===== config.mk =====
export PLATFORM = sky130hd
export DESIGN_NAME = prio_enc8to3
export DESIGN_NICKNAME = d
export VERILOG_FILES = /design/src/rtl/prio_enc_pkg.sv /design/src/rtl/prio_enc8to3_core.sv /design/src/rtl/prio_enc8to3.sv
export SDC_FILE = /design/constraint.sdc
export NUM_CORES = 1
export LEC_CHECK = 0
export CAP_MARGIN = 20
export CORE_AREA = 4 4 41 43
export CTS_BUF_LIST = sky130_fd_sc_hd__clkbuf_8 sky130_fd_sc_hd__clkbuf_16
export DETAILED_ROUTE_END_ITERATION = 10
export DIE_AREA = 0 0 45 47
export PLACE_DENSITY = 0.44
export SLEW_MARGIN = 15
export SYNTH_ARGS = -nofsm -noshare
export SYNTH_HDL_FRONTEND = slang
export SYNTH_SLANG_ARGS = --single-unit

===== constraint.sdc =====
create_clock -name clk -period 0.8 [get_ports clk]
set_input_delay 0.16 -clock clk [delete_from_list [all_inputs] [get_ports clk]]
set_output_delay 0.16 -clock clk [all_outputs]
set_load 0.005 [all_outputs]

===== src/rtl/prio_enc_pkg.sv =====
// Shared widths, types and reset values for the 8-to-3 priority encoder.
package prio_enc_pkg;

  localparam int DIN_W = 8;
  localparam int Y_W   = $clog2(DIN_W);

  typedef logic [DIN_W-1:0] din_t;
  typedef logic [Y_W-1:0]   idx_t;

  localparam idx_t Y_RST     = '0;
  localparam logic VALID_RST = 1'b0;

endpackage : prio_enc_pkg


===== src/rtl/prio_enc8to3_core.sv =====
// Combinational priority scan: index of the highest set request bit, gated by EN.
module prio_enc8to3_core
  import prio_enc_pkg::*;
(
  input  din_t Din,
  input  logic EN,
  output idx_t next_Y,
  output logic next_valid
);

  // NOTE: combinational blocks use blocking assignments and assign every output
  // a default first, so no path leaves a value held and no latch is inferred.
  always_comb begin
    next_Y     = Y_RST;
    next_valid = VALID_RST;
    if (EN) begin
      // Scanning downward, next_valid doubles as the "already found" flag so the
      // first (highest) set bit wins and lower bits are ignored.
      for (int i = DIN_W - 1; i >= 0; i--) begin
        if (Din[i] && !next_valid) begin
          next_Y     = idx_t'(i);
          next_valid = 1'b1;
        end
      end
    end
  end

endmodule : prio_enc8to3_core


===== src/rtl/prio_enc8to3.sv =====
// Registered 8-to-3 priority encoder with enable and valid qualifier.
module prio_enc8to3
  import prio_enc_pkg::*;
(
  input  logic clk,
  input  logic rst_n,
  input  din_t Din,
  input  logic EN,
  output idx_t Y,
  output logic valid
);

  idx_t next_Y;
  logic next_valid;

  prio_enc8to3_core u_core (
    .Din        (Din),
    .EN         (EN),
    .next_Y     (next_Y),
    .next_valid (next_valid)
  );

  // NOTE: sequential state uses non-blocking assignments so every register
  // samples pre-edge values, independent of statement or process order.
  always_ff @(posedge clk or negedge rst_n) begin
    if (!rst_n) begin
      Y     <= Y_RST;
      valid <= VALID_RST;
    end else begin
      Y     <= next_Y;
      valid <= next_valid;
    end
  end

endmodule : prio_enc8to3


* After elaboration in Yosys (flattened, before gate mapping)
Index checks and enable logic that the tools add are counted.
Storage, ports and cells: flip-flop bits (word level) 4, output and inout port bits 4
Cells by class: mux-type cells 25, reduce and logical (&&, ||, !) cells 14
Operators by type and width (count):
- two-way mux 3 bit | 9
- two-way mux 1 bit | 16
- logical AND 1 bit | 7
- zero test 1 bit | 7

* Depth between registers and ports, before layout
depth after elaboration 30, mapped depth 3, gate-level depth less buffers 3

* Hierarchy
Synthesis repeated with hierarchy kept, for this count alone.
Unflattened totals: cell total of the unflattened synthesis 16, area, all modules 180.2 µm²
By module, submodules not included:
- prio_enc8to3 | instances 1, cells an instance 4, area each 100.1 µm²
- prio_enc8to3_core | instances 1, cells an instance 12, area each 80.1 µm²

* Least setup slack after synthesis
Ideal clock, no wire load.
kind in2reg, from input port Din[6], to register valid, library setup time 0.124 ns, arrival 0.746 ns, data required time 0.676 ns, slack -0.070 ns, stages 3, path buffers 0, cells stage by stage nor4_2 nand2_1 o31a_1
On the way: cells in the longest elaborated chain, start to end 27
Ends and longest elaborated chain:
- start, declared | RTL line prio_enc8to3.sv:7 | input din_t Din,
- logical AND 1 bit (*) | RTL line prio_enc8to3_core.sv:20 | if (Din[i] && !next_valid) begin
- two-way mux 1 bit (*) | RTL line prio_enc8to3_core.sv:20
- two-way mux 1 bit (*) | RTL line prio_enc8to3_core.sv:16 | if (EN) begin
- zero test 1 bit | RTL line prio_enc8to3_core.sv:20
- logical AND 1 bit | RTL line prio_enc8to3_core.sv:20
- two-way mux 1 bit (*) | RTL line prio_enc8to3_core.sv:20
- two-way mux 1 bit (*) | RTL line prio_enc8to3_core.sv:16
- zero test 1 bit | RTL line prio_enc8to3_core.sv:20
- (+12 left out)
- logical AND 1 bit | RTL line prio_enc8to3_core.sv:20
- two-way mux 1 bit (*) | RTL line prio_enc8to3_core.sv:20
- two-way mux 1 bit (*) | RTL line prio_enc8to3_core.sv:16
- zero test 1 bit | RTL line prio_enc8to3_core.sv:20
- logical AND 1 bit | RTL line prio_enc8to3_core.sv:20
- two-way mux 1 bit (*) | RTL line prio_enc8to3_core.sv:20
- two-way mux 1 bit (*) | RTL line prio_enc8to3_core.sv:16
- net next_valid | RTL line prio_enc8to3.sv:14 | logic next_valid;
- end signal, assigned | RTL line prio_enc8to3.sv:31 | valid <= next_valid;
- end, declared | RTL line prio_enc8to3.sv:10 | output logic valid
Mark *: on every way through the listed nets, which the timed path passes. The rest lies on a longest branch. The select of a mux whose other input is x is not followed.

* Worst setup path in the final report
from register Y[2], to output port Y[2]
RTL lines:
- start, declared | RTL line prio_enc8to3.sv:9 | output idx_t Y,
- start signal, assigned | RTL line prio_enc8to3.sv:30 | Y <= next_Y;
No word-level cell between the ends.

==> results.py <==
metrics = {
    "sta": {
        "period_needed_ns": 0.837,
        "setup_viol": 4,
        "hold_slack_ns": 0.144,
        "timing.final.ws_setup_ns": -0.0366,
        "fmax_mhz": 1200,
        "relSlewSlack": 0.834,
        "post-route-period-util": 1.05,
        "rsz0062_at_grt": "yes",
        "drv_slew": 0,
        "hold_viol_final": 0,
        "tightestPinTransition_ns": 0.247,
    },
    "floorplan": {
        "ioPinCount": 15,
        "dieArea_mm2": 0.00212,
        "die_w_um": 45,
        "core_region_area_mm2": 0.00130,
        "initial_core_util": 0.140,
        "fp-row-count": 13,
        "dieHeight_um": 47,
    },
    "logic_synthesis": {
        "yosysWarnings": 0,
        "yosysSeqAreaShare": 0.548,
        "synth-adder-area-share": 0,
        "synthTopCellsByArea": "dfrtp_1 (55%), o31a_1 (9.6%), nor4_2 (6.8%)",
        "synth_top_family_by_area": "simple AND/OR/NAND/NOR gates",
        "postSynthCellCount": 16,
        "syn_nets": 27,
        "synth_compound_area_frac": 0.178,
        "synthesis.area_um2": 183,
        "syn_avg_cell_area_um2": 11.4,
        "muxShareOfSynthArea": 0,
        "yosys.area_share.simple": 0.253,
        "synth_top_area_share": 0.548,
        "ys_ff_latch": 4,
        "synth_cell_types": 12,
        "yosys.area.top_type": "dfrtp_1",
        "synth_xor_area_frac": 0,
    },
    "layout": {
        "fillerInstances": 157,
        "antenna_cells": 0,
        "postLayoutCoreUtil": 0.296,
        "nNetsFinal": 48,
        "drive_gt1_frac": 0.543,
        "syn2layout_area_growth_pct": 111,
        "instances_no_fill": 50,
    },
    "grt": {
        "grt_pass1_wl_um": 917,
        "grt-ovfl-total": 0,
        "grt_start_max_net_pins": 5,
        "first_global_vias": 225,
        "grtUsageTotal": 0.0634,
        "antenna_found_initial": 0,
    },
    "clock_network": {
        "cts_tree": "yes",
        "cts_hold_buf": 0,
        "cts_root_buf": "clkbuf_8",
        "cts.path.max_buffers": 2,
        "numCtsBuffers": 3,
        "clkTransAtPathRegs_ns": 0.03,
        "cts_setup_buffers": 0,
        "clock_sinks": 4,
        "htree_num_levels": 1,
    },
    "placement": {
        "post-place-ws_ns": -0.617,
        "port-buffer-count": 14,
        "gp_congestion": 0.698,
        "place_inst": 47,
    },
    "critical_path": {
        "startpoint": "Y[2]",
        "arrival_ns": 0.68,
        "cpPeakStageDelay_ns": 0.35,
        "cp_cell_sequence": "buf_2",
        "required_ns": 0.64,
        "critical_path_class": "flip-flop to primary output",
        "cp_top_family": "flip-flops",
        "critical_path_buf_inv_count": 1,
        "startpoint_type": "flip-flop",
        "endpoint_kind": "primary output",
        "cp_max_fo": 1,
        "cp_slowest_cell": "dfrtp_1",
    },
    "drt": {
        "finalWirelength_um": 570,
        "drc": 0,
        "route.detailed.wl_per_inst_um": 11.4,
        "antenna_left": 0,
        "drtPass1Iterations": 1,
        "routed-via-count": 201,
        "drt_iter0_drc": 0,
        "vias_per_cell": 4.02,
    },
    "flow_run": {
        "drv_cap": 0,
    },
    "power": {
        "ir_worst_vdd_mv": 0.514,
        "leakagePower_nw": 0.176,
        "power_density_mw_per_mm2": 1910,
    },
    "outcome": {
        "violations": "setup timing",
        "status": "complete, but fails checks",
    },
    "hold_path": {
        "hold_class": "primary input to asynchronous set/reset pin",
    },
}
-- registers in the layout (all words and copies together), names as in the netlist --
name   flops
valid      1
Y          3
-- path summary, 6_finish.rpt --
check,endpoint,slack [ns],cells after the start
hold / removal,Y[1],0.14,1
min in group clk,valid,0.27,4
setup / recovery,Y[2],-0.04,1
max in group asynchronous,Y[2],0.50,1
-- per-stage QoR --
step                area, um2  setup TNS (ns)  total power, mW
floorplan                 191         -0.0393            0.246
global placement          365           -2.66            0.346
detailed placement        365           -2.82            0.348
CTS                       382          -0.196            0.750
global route              385          -0.319            0.775
finish                    385          -0.129            0.738
-- repair_timing --
action / 4_1_cts / 5_1_grt
pin swaps: 5 / 5
cloned: 0 / 0
endpoints found under the hold margin: 0 / 0
setup endpoints to repair: 8 / 8
resized for setup: 39 / 5
-- routing by layer --
layer	vias up	routed length, um	global-route usage
met5	-	0	0
met3	0	105	0.0307
met1	90	175	0.0667
met4	0	0	0.0526
met2	15	288	0.0960
li1	96	-	-
-- cell usage after synthesis --
cell type and number:
a21oi_1 1, and2b_2 1, and3_1 1, dfrtp_1 4
inv_1 1, nand2_1 1, nand2b_1 1, nor2_1 1
nor3_1 1, nor4_2 1, o31a_1 2, o31a_2 1
-- power by group --
| part | total (mW) | switching, mW | leakage (nW) | internal [mW] |
|---|---|---|---|---|
| clock | 0.407 | 0.0876 | 0.0216 | 0.319 |
| combinational | 0.112 | 0.0465 | 0.106 | 0.0659 |
| sequential | 0.218 | 0.00223 | 0.0482 | 0.216 |
| total | 0.738 | 0.136 | 0.176 | 0.601 |
-- area by class of cell --
class / count / area [um2] / share of cell area
sequential: 4 / 100 / 0.260
tap: 15 / 18.8 / 0.0487
multi-input combinational: 11 / 100 / 0.260
inverter: 1 / 3.75 / 0.00974
timing repair buffer: 16 / 121 / 0.315
clock buffer: 3 / 41.3 / 0.107
-- layout by cell type, fill, tap and decap left out --
cell type / n
a21oi_1: 1
and2b_2: 1
and3_1: 1
buf_2: 6
buf_4: 2
buf_6: 2
clkbuf_2: 1
clkbuf_8: 3
clkdlybuf4s15_1: 1
clkdlybuf4s50_1: 3
dfrtp_1: 4
dlygate4sd2_1: 1
inv_1: 1
nand2_1: 1
nand2b_1: 1
nor2_4: 1
nor3_2: 1
nor4_4: 1
o31a_1: 2
o31a_2: 1
-- cell families (layout without fill, tap and decap cells) --
kind of cell,Yosys count,in the layout
simple gates,7,7
compound gates,4,4
flops,4,4
buf+inv,1,20
(Power assumes the default switching activity.)
